`src/rtl/booth_mul_pkg.sv`:
```
// ---------------------------------------------------------------------------
// booth_mul_pkg
// Shared types and helpers for the radix-4 Booth multiplier.
//   state_e       : controller states (IDLE, CALC, DONE)
//   booth_digit_t : recoded Booth digit as {neg, one, two}
//   booth_iters() : number of CALC iterations for a given operand width
//   booth_decode(): 3-bit overlapping multiplier window -> Booth digit
// ---------------------------------------------------------------------------
package booth_mul_pkg;

  typedef enum logic [1:0] {
    IDLE = 2'd0,
    CALC = 2'd1,
    DONE = 2'd2
  } state_e;

  // Digit value is (neg ? -1 : +1) * (one ? 1 : two ? 2 : 0)
  typedef struct packed {
    logic neg;
    logic one;
    logic two;
  } booth_digit_t;

  // Operands are extended by two bits, so WIDTH+2 multiplier bits are
  // consumed two at a time.
  function automatic int booth_iters(input int width);
    return width / 2 + 1;
  endfunction

  // Window is {y[2i+1], y[2i], y[2i-1]}. 000 and 111 both decode to zero
  // with neg cleared, so a zero digit never produces a negated magnitude.
  function automatic booth_digit_t booth_decode(input logic [2:0] window);
    booth_digit_t d;
    d = '0;
    case (window)
      3'b001, 3'b010: d.one = 1'b1;
      3'b011: d.two = 1'b1;
      3'b100: begin
        d.neg = 1'b1;
        d.two = 1'b1;
      end
      3'b101, 3'b110: begin
        d.neg = 1'b1;
        d.one = 1'b1;
      end
      default: d = '0;
    endcase
    return d;
  endfunction

endpackage

```
`src/rtl/booth_r4_enc.sv`:
```
// ---------------------------------------------------------------------------
// booth_r4_enc
// Radix-4 Booth partial-product generator.
// Ports:
//   window_i [2:0]       : overlapping multiplier window {y[2i+1],y[2i],y[2i-1]}
//   mcand_i  [WIDTH+1:0] : extended multiplicand X (two's complement)
//   pp_o     [WIDTH+2:0] : digit * X, one of -2X, -X, 0, +X, +2X
// ---------------------------------------------------------------------------
module booth_r4_enc
  import booth_mul_pkg::*;
#(
  parameter int WIDTH = 32
) (
  input  logic [2:0]       window_i,
  input  logic [WIDTH+1:0] mcand_i,
  output logic [WIDTH+2:0] pp_o
);

  booth_digit_t     digit;
  logic [WIDTH+2:0] mag;

  // Select |digit| * X one bit wider than X so that 2X fits, then negate by
  // inverting and adding the neg bit as carry-in.
  always_comb begin
    digit = booth_decode(window_i);
    mag   = '0;
    if (digit.one) begin
      mag = {mcand_i[WIDTH+1], mcand_i};
    end else if (digit.two) begin
      mag = {mcand_i, 1'b0};
    end
    pp_o = (mag ^ {(WIDTH+3){digit.neg}}) + {{(WIDTH+2){1'b0}}, digit.neg};
  end

endmodule

```
`src/rtl/booth_mul_r4.sv`:
```
// ---------------------------------------------------------------------------
// booth_mul_r4
// Iterative radix-4 Booth multiplier, one Booth digit retired per cycle.
// Signed and unsigned products share the datapath: both operands are
// extended to WIDTH+2 bits (sign- or zero-extended by mul_signed).
// Ports:
//   clk, resetn          : clock and asynchronous active-low reset
//   in_valid / in_ready  : operand handshake (src1, src2, mul_signed)
//   out_valid / out_ready: result handshake
//   result [2*WIDTH-1:0] : full product, held until the next completion
// Optional build macro:
//   BOOTH_MUL_EARLY_TERM_EN : finish as soon as the remaining multiplier
//                             bits can only produce zero digits.
// ---------------------------------------------------------------------------
module booth_mul_r4
  import booth_mul_pkg::*;
#(
  parameter int WIDTH = 32
) (
  input  logic                 clk,
  input  logic                 resetn,
  input  logic                 in_valid,
  output logic                 in_ready,
  input  logic                 mul_signed,
  input  logic [WIDTH-1:0]     src1,
  input  logic [WIDTH-1:0]     src2,
  output logic                 out_valid,
  input  logic                 out_ready,
  output logic [2*WIDTH-1:0]   result
);

  localparam int K  = booth_iters(WIDTH);
  localparam int EW = WIDTH + 2;        // extended operand width
  localparam int HW = WIDTH + 4;        // running partial-sum width
  localparam int AW = HW + EW;          // partial sum plus retired low bits
  localparam int CW = $clog2(K + 1);

  state_e               state_q;
  logic [EW-1:0]        mcand_q;
  logic [EW-1:0]        mplr_q;
  logic                 ovl_q;
  logic [AW-1:0]        acc_q;
  logic [CW-1:0]        cnt_q;
  logic [2*WIDTH-1:0]   result_q;

  logic                 accept;
  logic [EW-1:0]        mcand_ext;
  logic [EW-1:0]        mplr_ext;
  logic [2:0]           window;
  logic [EW:0]          pp;
  logic [HW-1:0]        sum;
  logic [AW-1:0]        acc_step;
  logic [AW-1:0]        acc_d;
  logic                 last_iter;
  logic                 finish;

  assign in_ready  = (state_q == IDLE) || ((state_q == DONE) && out_ready);
  assign out_valid = (state_q == DONE);
  assign result    = result_q;
  assign accept    = in_valid && in_ready;

  assign mcand_ext = mul_signed ? {{2{src1[WIDTH-1]}}, src1} : {2'b00, src1};
  assign mplr_ext  = mul_signed ? {{2{src2[WIDTH-1]}}, src2} : {2'b00, src2};

  assign window = {mplr_q[1:0], ovl_q};

  booth_r4_enc #(
    .WIDTH (WIDTH)
  ) u_enc (
    .window_i (window),
    .mcand_i  (mcand_q),
    .pp_o     (pp)
  );

  // The upper part of acc_q is the running partial sum; after every digit
  // the whole register shifts right by two, so retired product bits collect
  // at the bottom and after K shifts acc_q holds the exact product.
  assign sum       = acc_q[AW-1 -: HW] + {pp[EW], pp};
  assign acc_step  = AW'($signed({sum, acc_q[EW-1:0]}) >>> 2);
  assign last_iter = (cnt_q == CW'(K - 1));

`ifdef BOOTH_MUL_EARLY_TERM_EN
  logic          early;
  logic [CW-1:0] rem;
  logic [CW:0]   shamt;

  // mplr_q[EW-1:1] are the bits the next windows would see (upper bits plus
  // the next overlap bit); if they are uniform every later digit is zero, so
  // the outstanding shifts are applied in one go to keep the result exact.
  assign early = (&mplr_q[EW-1:1]) | ~(|mplr_q[EW-1:1]);
  assign rem   = CW'(K) - cnt_q;
  assign shamt = {rem, 1'b0};
  assign acc_d  = early ? AW'($signed({sum, acc_q[EW-1:0]}) >>> shamt) : acc_step;
  assign finish = last_iter | early;
`else
  assign acc_d  = acc_step;
  assign finish = last_iter;
`endif

  // Controller and datapath registers. Operands are captured only on an
  // accept edge; DONE with out_ready and in_valid restarts directly into
  // CALC for back-to-back operation.
  always_ff @(posedge clk or negedge resetn) begin
    if (!resetn) begin
      state_q  <= IDLE;
      mcand_q  <= '0;
      mplr_q   <= '0;
      ovl_q    <= 1'b0;
      acc_q    <= '0;
      cnt_q    <= '0;
      result_q <= '0;
    end else begin
      case (state_q)
        IDLE: begin
          if (accept) begin
            mcand_q <= mcand_ext;
            mplr_q  <= mplr_ext;
            ovl_q   <= 1'b0;
            acc_q   <= '0;
            cnt_q   <= '0;
            state_q <= CALC;
          end
        end
        CALC: begin
          acc_q  <= acc_d;
          mplr_q <= EW'($signed(mplr_q) >>> 2);
          ovl_q  <= mplr_q[1];
          cnt_q  <= cnt_q + CW'(1);
          if (finish) begin
            result_q <= acc_d[2*WIDTH-1:0];
            state_q  <= DONE;
          end
        end
        DONE: begin
          if (out_ready) begin
            if (accept) begin
              mcand_q <= mcand_ext;
              mplr_q  <= mplr_ext;
              ovl_q   <= 1'b0;
              acc_q   <= '0;
              cnt_q   <= '0;
              state_q <= CALC;
            end else begin
              state_q <= IDLE;
            end
          end
        end
        default: state_q <= IDLE;
      endcase
    end
  end

endmodule

```
`config.mk`:
```
export PLATFORM = sky130hd
export DESIGN_NAME = booth_mul_r4
export DESIGN_NICKNAME = d
export VERILOG_FILES = /design/src/rtl/booth_mul_pkg.sv /design/src/rtl/booth_r4_enc.sv /design/src/rtl/booth_mul_r4.sv
export SDC_FILE = /design/constraint.sdc
export NUM_CORES = 1
export LEC_CHECK = 0
export CORE_UTILIZATION = 43
export DETAILED_ROUTE_END_ITERATION = 6
export SYNTH_ARGS = -nofsm -noshare
export SYNTH_HDL_FRONTEND = slang
export SYNTH_HIERARCHICAL = 1
export SYNTH_SLANG_ARGS = --single-unit
```
`constraint.sdc`:
```
create_clock -name clk -period 6.23 [get_ports clk]
set_input_delay 0.623 -clock clk [delete_from_list [all_inputs] [get_ports clk]]
set_output_delay 0.623 -clock clk [all_outputs]
set_load 0.05 [all_outputs]
```
* After elaboration in Yosys (flattened, before gate mapping)
Index checks and enable logic that the tools add are counted.
** Word-level totals
- Register bits after elaboration :: 210
- Output and inout port bits :: 66
** Operators by class
- $add $sub $neg :: 3
- Equal/unequal tests :: 12
- Muxes and demuxes :: 27
- Bitwise operators :: 2
- Reductions and logical operators :: 14
** Operators by type and width (count)
- $pmux W70 S3 :: 1
- $mux W34 :: 6
- $mux W70 :: 2
- $pmux W34 S3 :: 1
- $mux W35 :: 2
- $pmux W34 S2 :: 1
- $add A36 B36 Y36 :: 1
- $add A35 B1 Y35 :: 1
- $xor A35 B35 Y35 :: 1
- $pmux W5 S3 :: 1
- $mux W5 :: 2
- $eq A3 B3 Y1 const B :: 3
- $eq A3 B2 Y1 const B :: 2
- $mux W1 :: 6
- $mux W2 :: 3
- $pmux W2 S3 :: 1
- $reduce_and A2 Y1 :: 3
- $reduce_and A3 Y1 :: 2
- $add A5 B1 Y5 const B :: 1
- $eq A5 B5 Y1 const B :: 1
- $ne A2 B2 Y1 const B :: 2
- $reduce_or A4 Y1 :: 1
- $eq A3 B1 Y1 const B :: 1
- $pmux W1 S3 :: 1
- 11 further kinds :: 12

* Depth between registers and ports, before layout
- Word-level depth :: 9
- Gate-level depth with buffers :: 23

* Hierarchy
The synthesis kept the hierarchy.
** By module, submodules not included
- booth_mul_r4 :: instances 1, cells an instance 1058, area an instance 9748.1 um^2, seq. area each 5129.9 um^2
- booth_r4_enc :: instances 1, cells an instance 297, area an instance 2049.5 um^2, seq. area each 0.0 um^2

* Worst setup path after synthesis
No wires, ideal clock.
- Path kind :: reg-to-reg
- Start :: reg mplr_q[1]
- End :: reg acc_q[63]
- Library setup time :: 131 ps
- Arrival :: 4716 ps
- Setup slack :: 1384 ps
- Stages on the path, launching flop included :: 23
- Buffers on the path :: 5
- Cells stage by stage :: dfrtp_1 > buf_2 > buf_2 > buf_2 > buf_2 > buf_1 > xor2_1 > a22oi_1 > o21ai_0 > ha_1 > nand3_1 > nor4_4 > nand2_1 > xor2_1 > ha_1 > a21oi_1 > o21ai_1 > or3_1 > o21ai_1 > nor2_1 > a41oi_1 > xor2_1 > o21ai_1
** On the way
- Word-level cells in the longest chain between the ends :: 9
** Ends and longest elaborated chain
- start, declared :: RTL line booth_mul_r4.sv:40 : logic [EW-1:0] mplr_q;
- start signal, assigned :: RTL line booth_mul_r4.sv:117 : mplr_q <= mplr_ext;
- start signal, assigned :: RTL line booth_mul_r4.sv:126 : mplr_q <= EW'($signed(mplr_q) >>> 2);
- start signal, assigned :: RTL line booth_mul_r4.sv:138 : mplr_q <= mplr_ext;
- $eq A3 B2 Y1 or $eq A3 B3 Y1 (tied branches) :: RTL line booth_mul_pkg.sv:35 : case (window)
- $reduce_or A2 Y1 (no line)
- $mux W1 :: RTL line booth_mul_pkg.sv:35
- $mux W35 :: RTL line booth_r4_enc.sv:29 : end else if (digit.two) begin
- $mux W35 :: RTL line booth_r4_enc.sv:27 : if (digit.one) begin
- $xor A35 B35 Y35 :: RTL line booth_r4_enc.sv:32 : pp_o = (mag ^ {(WIDTH+3){digit.neg}}) + {{(WIDTH+2){1'b0}}, digit.neg};
- $add A35 B1 Y35 (*) :: RTL line booth_r4_enc.sv:32
- via pp[20] :: RTL line booth_mul_r4.sv:50 : logic [EW:0] pp;
- $add A36 B36 Y36 (*) :: RTL line booth_mul_r4.sv:78 : assign sum = acc_q[AW-1 -: HW] + {pp[EW], pp};
- $pmux W70 S3 (*) :: RTL line booth_mul_r4.sv:113 : case (state_q)
- end signal, assigned :: RTL line booth_mul_r4.sv:109 : acc_q <= '0;
- end signal, assigned :: RTL line booth_mul_r4.sv:119 : acc_q <= '0;
- end signal, assigned :: RTL line booth_mul_r4.sv:125 : acc_q <= acc_d;
- end, declared :: RTL line booth_mul_r4.sv:42 : logic [AW-1:0] acc_q;
Mark *: on every way through the listed nets, which the timed path passes. The rest lies on a longest branch.
A chain may end at the register's enable or synchronous reset.

* Final worst setup path
- Start :: reg mplr_q[0]
- End :: reg result_q[63] (netlist: result[63])
** On the way
- Word-level cells in the longest chain between the ends :: 8
** Ends and longest elaborated chain
- $eq A3 B2 Y1 or $eq A3 B3 Y1 (tied branches) :: RTL line booth_mul_pkg.sv:35
- $reduce_or A2 Y1 (no line)
- $mux W1 :: RTL line booth_mul_pkg.sv:35
- $mux W35 :: RTL line booth_r4_enc.sv:29
- $mux W35 :: RTL line booth_r4_enc.sv:27
- $xor A35 B35 Y35 :: RTL line booth_r4_enc.sv:32
- $add A35 B1 Y35 (*) :: RTL line booth_r4_enc.sv:32
- via pp[20] :: RTL line booth_mul_r4.sv:50
- $add A36 B36 Y36 (*) :: RTL line booth_mul_r4.sv:78
- end signal, assigned :: RTL line booth_mul_r4.sv:130 : result_q <= acc_d[2*WIDTH-1:0];
- end, declared :: RTL line booth_mul_r4.sv:44 : logic [2*WIDTH-1:0] result_q;
Marks and branches as above.

==> results_dict.tcl <==
set metrics [dict create \
    worstSetupEndpointType "flip-flop" \
    port_buffers 134 \
    grt_pass1_wl_microns 49200 \
    skew_ps 12.9 \
    cp_data_required_time_ps 6600 \
    overflow 0 \
    timing.fmax_ghz 0.187 \
    root_buffer "clkbuf_16" \
    worstMarginPinSlew_ps 1070 \
    yosysWarningCount 6 \
    viasPerCell 5.54 \
    grt_pass1_vias 9176 \
    ys_types 71 \
    layout.cells.most_common "nand2_1" \
    fin_crit_ps 5350 \
    seq_area_frac_synth_pct 43.5 \
    grt_max_degree 99 \
    avgRoutedWirePerCell_microns 16.6 \
    finalHoldViolations 0 \
    cts.path.max_buffers 3 \
    layout-drive-gt1-share_pct 7.63 \
    status "complete, no violations" \
    synthArstFlopShare_pct 100 \
    die-area_sq_um 28100 \
    drc 0 \
    routed_wl_microns 29800 \
    antenna_found_initial 0 \
    synth_seq_cells 205 \
    synth_fp_nets 1463 \
    nNetsFinal 1546 \
    die_x_microns 168 \
    worstSetupPathType "flip-flop to flip-flop" \
    diodes 0 \
    pre_cts_slack_ps 915 \
    detailed_place_hpwl_microns 20700 \
    maxCapViolCount 0 \
    syn_to_final_growth_pct 20.0 \
    finalSetupTns_ps 0 \
    holdBufCountCts 0 \
    setup_ws_ps 876 \
    tritoncts "built" \
    post_cts_resized 0 \
    core-area_sq_um 27000 \
    drt_iter0_markers 709 \
    synthFlopType "dfrtp_1" \
    pin_count 135 \
    n_fill_cell 2509 \
    timing.final.crit_share_pct 85.9 \
    h-tree-depth 1 \
    track_usage_pct 21.3 \
    gp_congestion 0.952 \
    cts_sinks 205 \
    fp.dieH_microns 168 \
    start_util_pct 43.8 \
    drt-pass1-iter-count 5 \
    netlist_instances 1355 \
    avgSynthCellArea_sq_um 8.71 \
    max_slew_margin_pct 28.7 \
    rr_worst_depth 15 \
    synth_area_sq_um 11800 \
    insertion_delay_ps 530 \
    hold_path.class "primary input to async pin" \
    clk_pin_slew_ps 60 \
    via_count 9955 \
    rows 60 \
    final_antenna_net_count 0 \
    cts_inserted_buffers 23 \
    instances_no_fill 1796 \
    final_cell_mix "nand2_1 (300), dfrtp_1 (204), clkdlybuf4s50_1 (133), o21ai_0 (123), nor2_1 (79)" \
    worstSetupStartpointType "flip-flop" \
    slew_viol_final 0 \
    arrival_ps 5730 \
    holdWs_ps 101 \
    dp.cells 1754 \
    grt_setup_unrepaired "false" \
    crit_fanout 27 \
    setup-violations-final 0 \
    cts_setup_buffers 0 \
    synth-edff-count 0 \
]
-- critical path, cell delays in order, from the launching register on --
cell and delay, ps:
dfrtp_1 860, and3b_1 640, a221oi_1 260, a311o_1 460, nor4_4 620, nand2_1 140
xor2_1 200, ha_1 390, a21oi_1 210, o21ai_1 130, or3_1 380, o21ai_1 120
nor2_1 110, a41oi_1 370, xor2_1 230, o21ai_1 80
-- stage by stage --
step | utilization (%) | area (sq um)
2_1_floorplan | - | 11800
3_3_place_gp | 49.5 | 13400
3_5_place_dp | 49.5 | 13400
4_1_cts | 52.5 | 14200
5_1_grt | 52.5 | 14200
6_report | 52.5 | 14200
-- layout make-up --
class	instances	area, sq um	share of cell area (%)
Tap cell	341	427	3.01
Timing Repair Buffer	148	1450	10.2
Clock buffer	32	639	4.51
Sequential cell	205	5130	36.2
Clock inverter	10	171	1.21
Multi-Input combinational cell	1049	6300	44.5
Inverter	11	41.3	0.292
-- metal layers --
layer | part of all wire (%) | global-route usage [%] | up-vias
li1 | - | - | 4913
met3 | 4.9 | 2.51 | 26
met4 | 1.3 | 3.95 | 0
met1 | 50 | 33.3 | 4763
met2 | 43 | 31.5 | 253
met5 | 0 | 0 | -
-- Yosys cell counts, drive strengths merged (6+ instances only) --
master  number  area, sq um
clkbuf      75          282
nand3       56          280
dfrtp      205         5130
nand2      302         1130
xnor2       54          473
or3b         8         70.1
inv         11         41.3
o21ai      145          726
nand4b       9         78.8
mux2        34          383
a22oi       15          118
buf         15         75.1
nand2b       7         43.8
a21oi       56          280
xor2        49          429
nand3b      10         75.1
a21o         8         60.1
o221ai       8         70.1
nor2        79          297
nor4b        6         67.6
nor3        13         65.1
and3        12         85.1
a211oi       9         67.6
ha          38          475
nand4       11         68.8
a31oi       38          244
-- cells by family after synthesis --
| group | synth area share [%] |
|---|---|
| AO/OA/AOI/OAI | 16.6 |
| XOR/XNOR | 7.65 |
| adder cells (fa/ha/maj) | 4.20 |
| AND/OR/NAND/NOR | 21.3 |
| buffers and inverters | 3.37 |
| multiplexers | 3.42 |
| flip-flops | 43.5 |
-- registers in the layout, summed over array words and instances, names as in the netlist --
register and count:
mcand_q 33, mplr_q 34, result 64, cnt_q 5
ovl_q 1, acc_q 66, state_q 2
-- worst paths after layout --
path                            startpoint    endpoint  slack (ps)
worst max-delay path             mplr_q[0]  result[63]         880
worst min-delay path                resetn   result[9]         100
worst max register to register   mplr_q[0]  result[63]         880
worst min register to register  result[39]  result[39]         480
max in group asynchronous           resetn   mplr_q[1]        4790
min in group clk                result[39]  result[39]         480
Power is left out: the tool's default activity adds up to more than one toggle a clock period on the data nets, which glitch-free logic cannot reach.
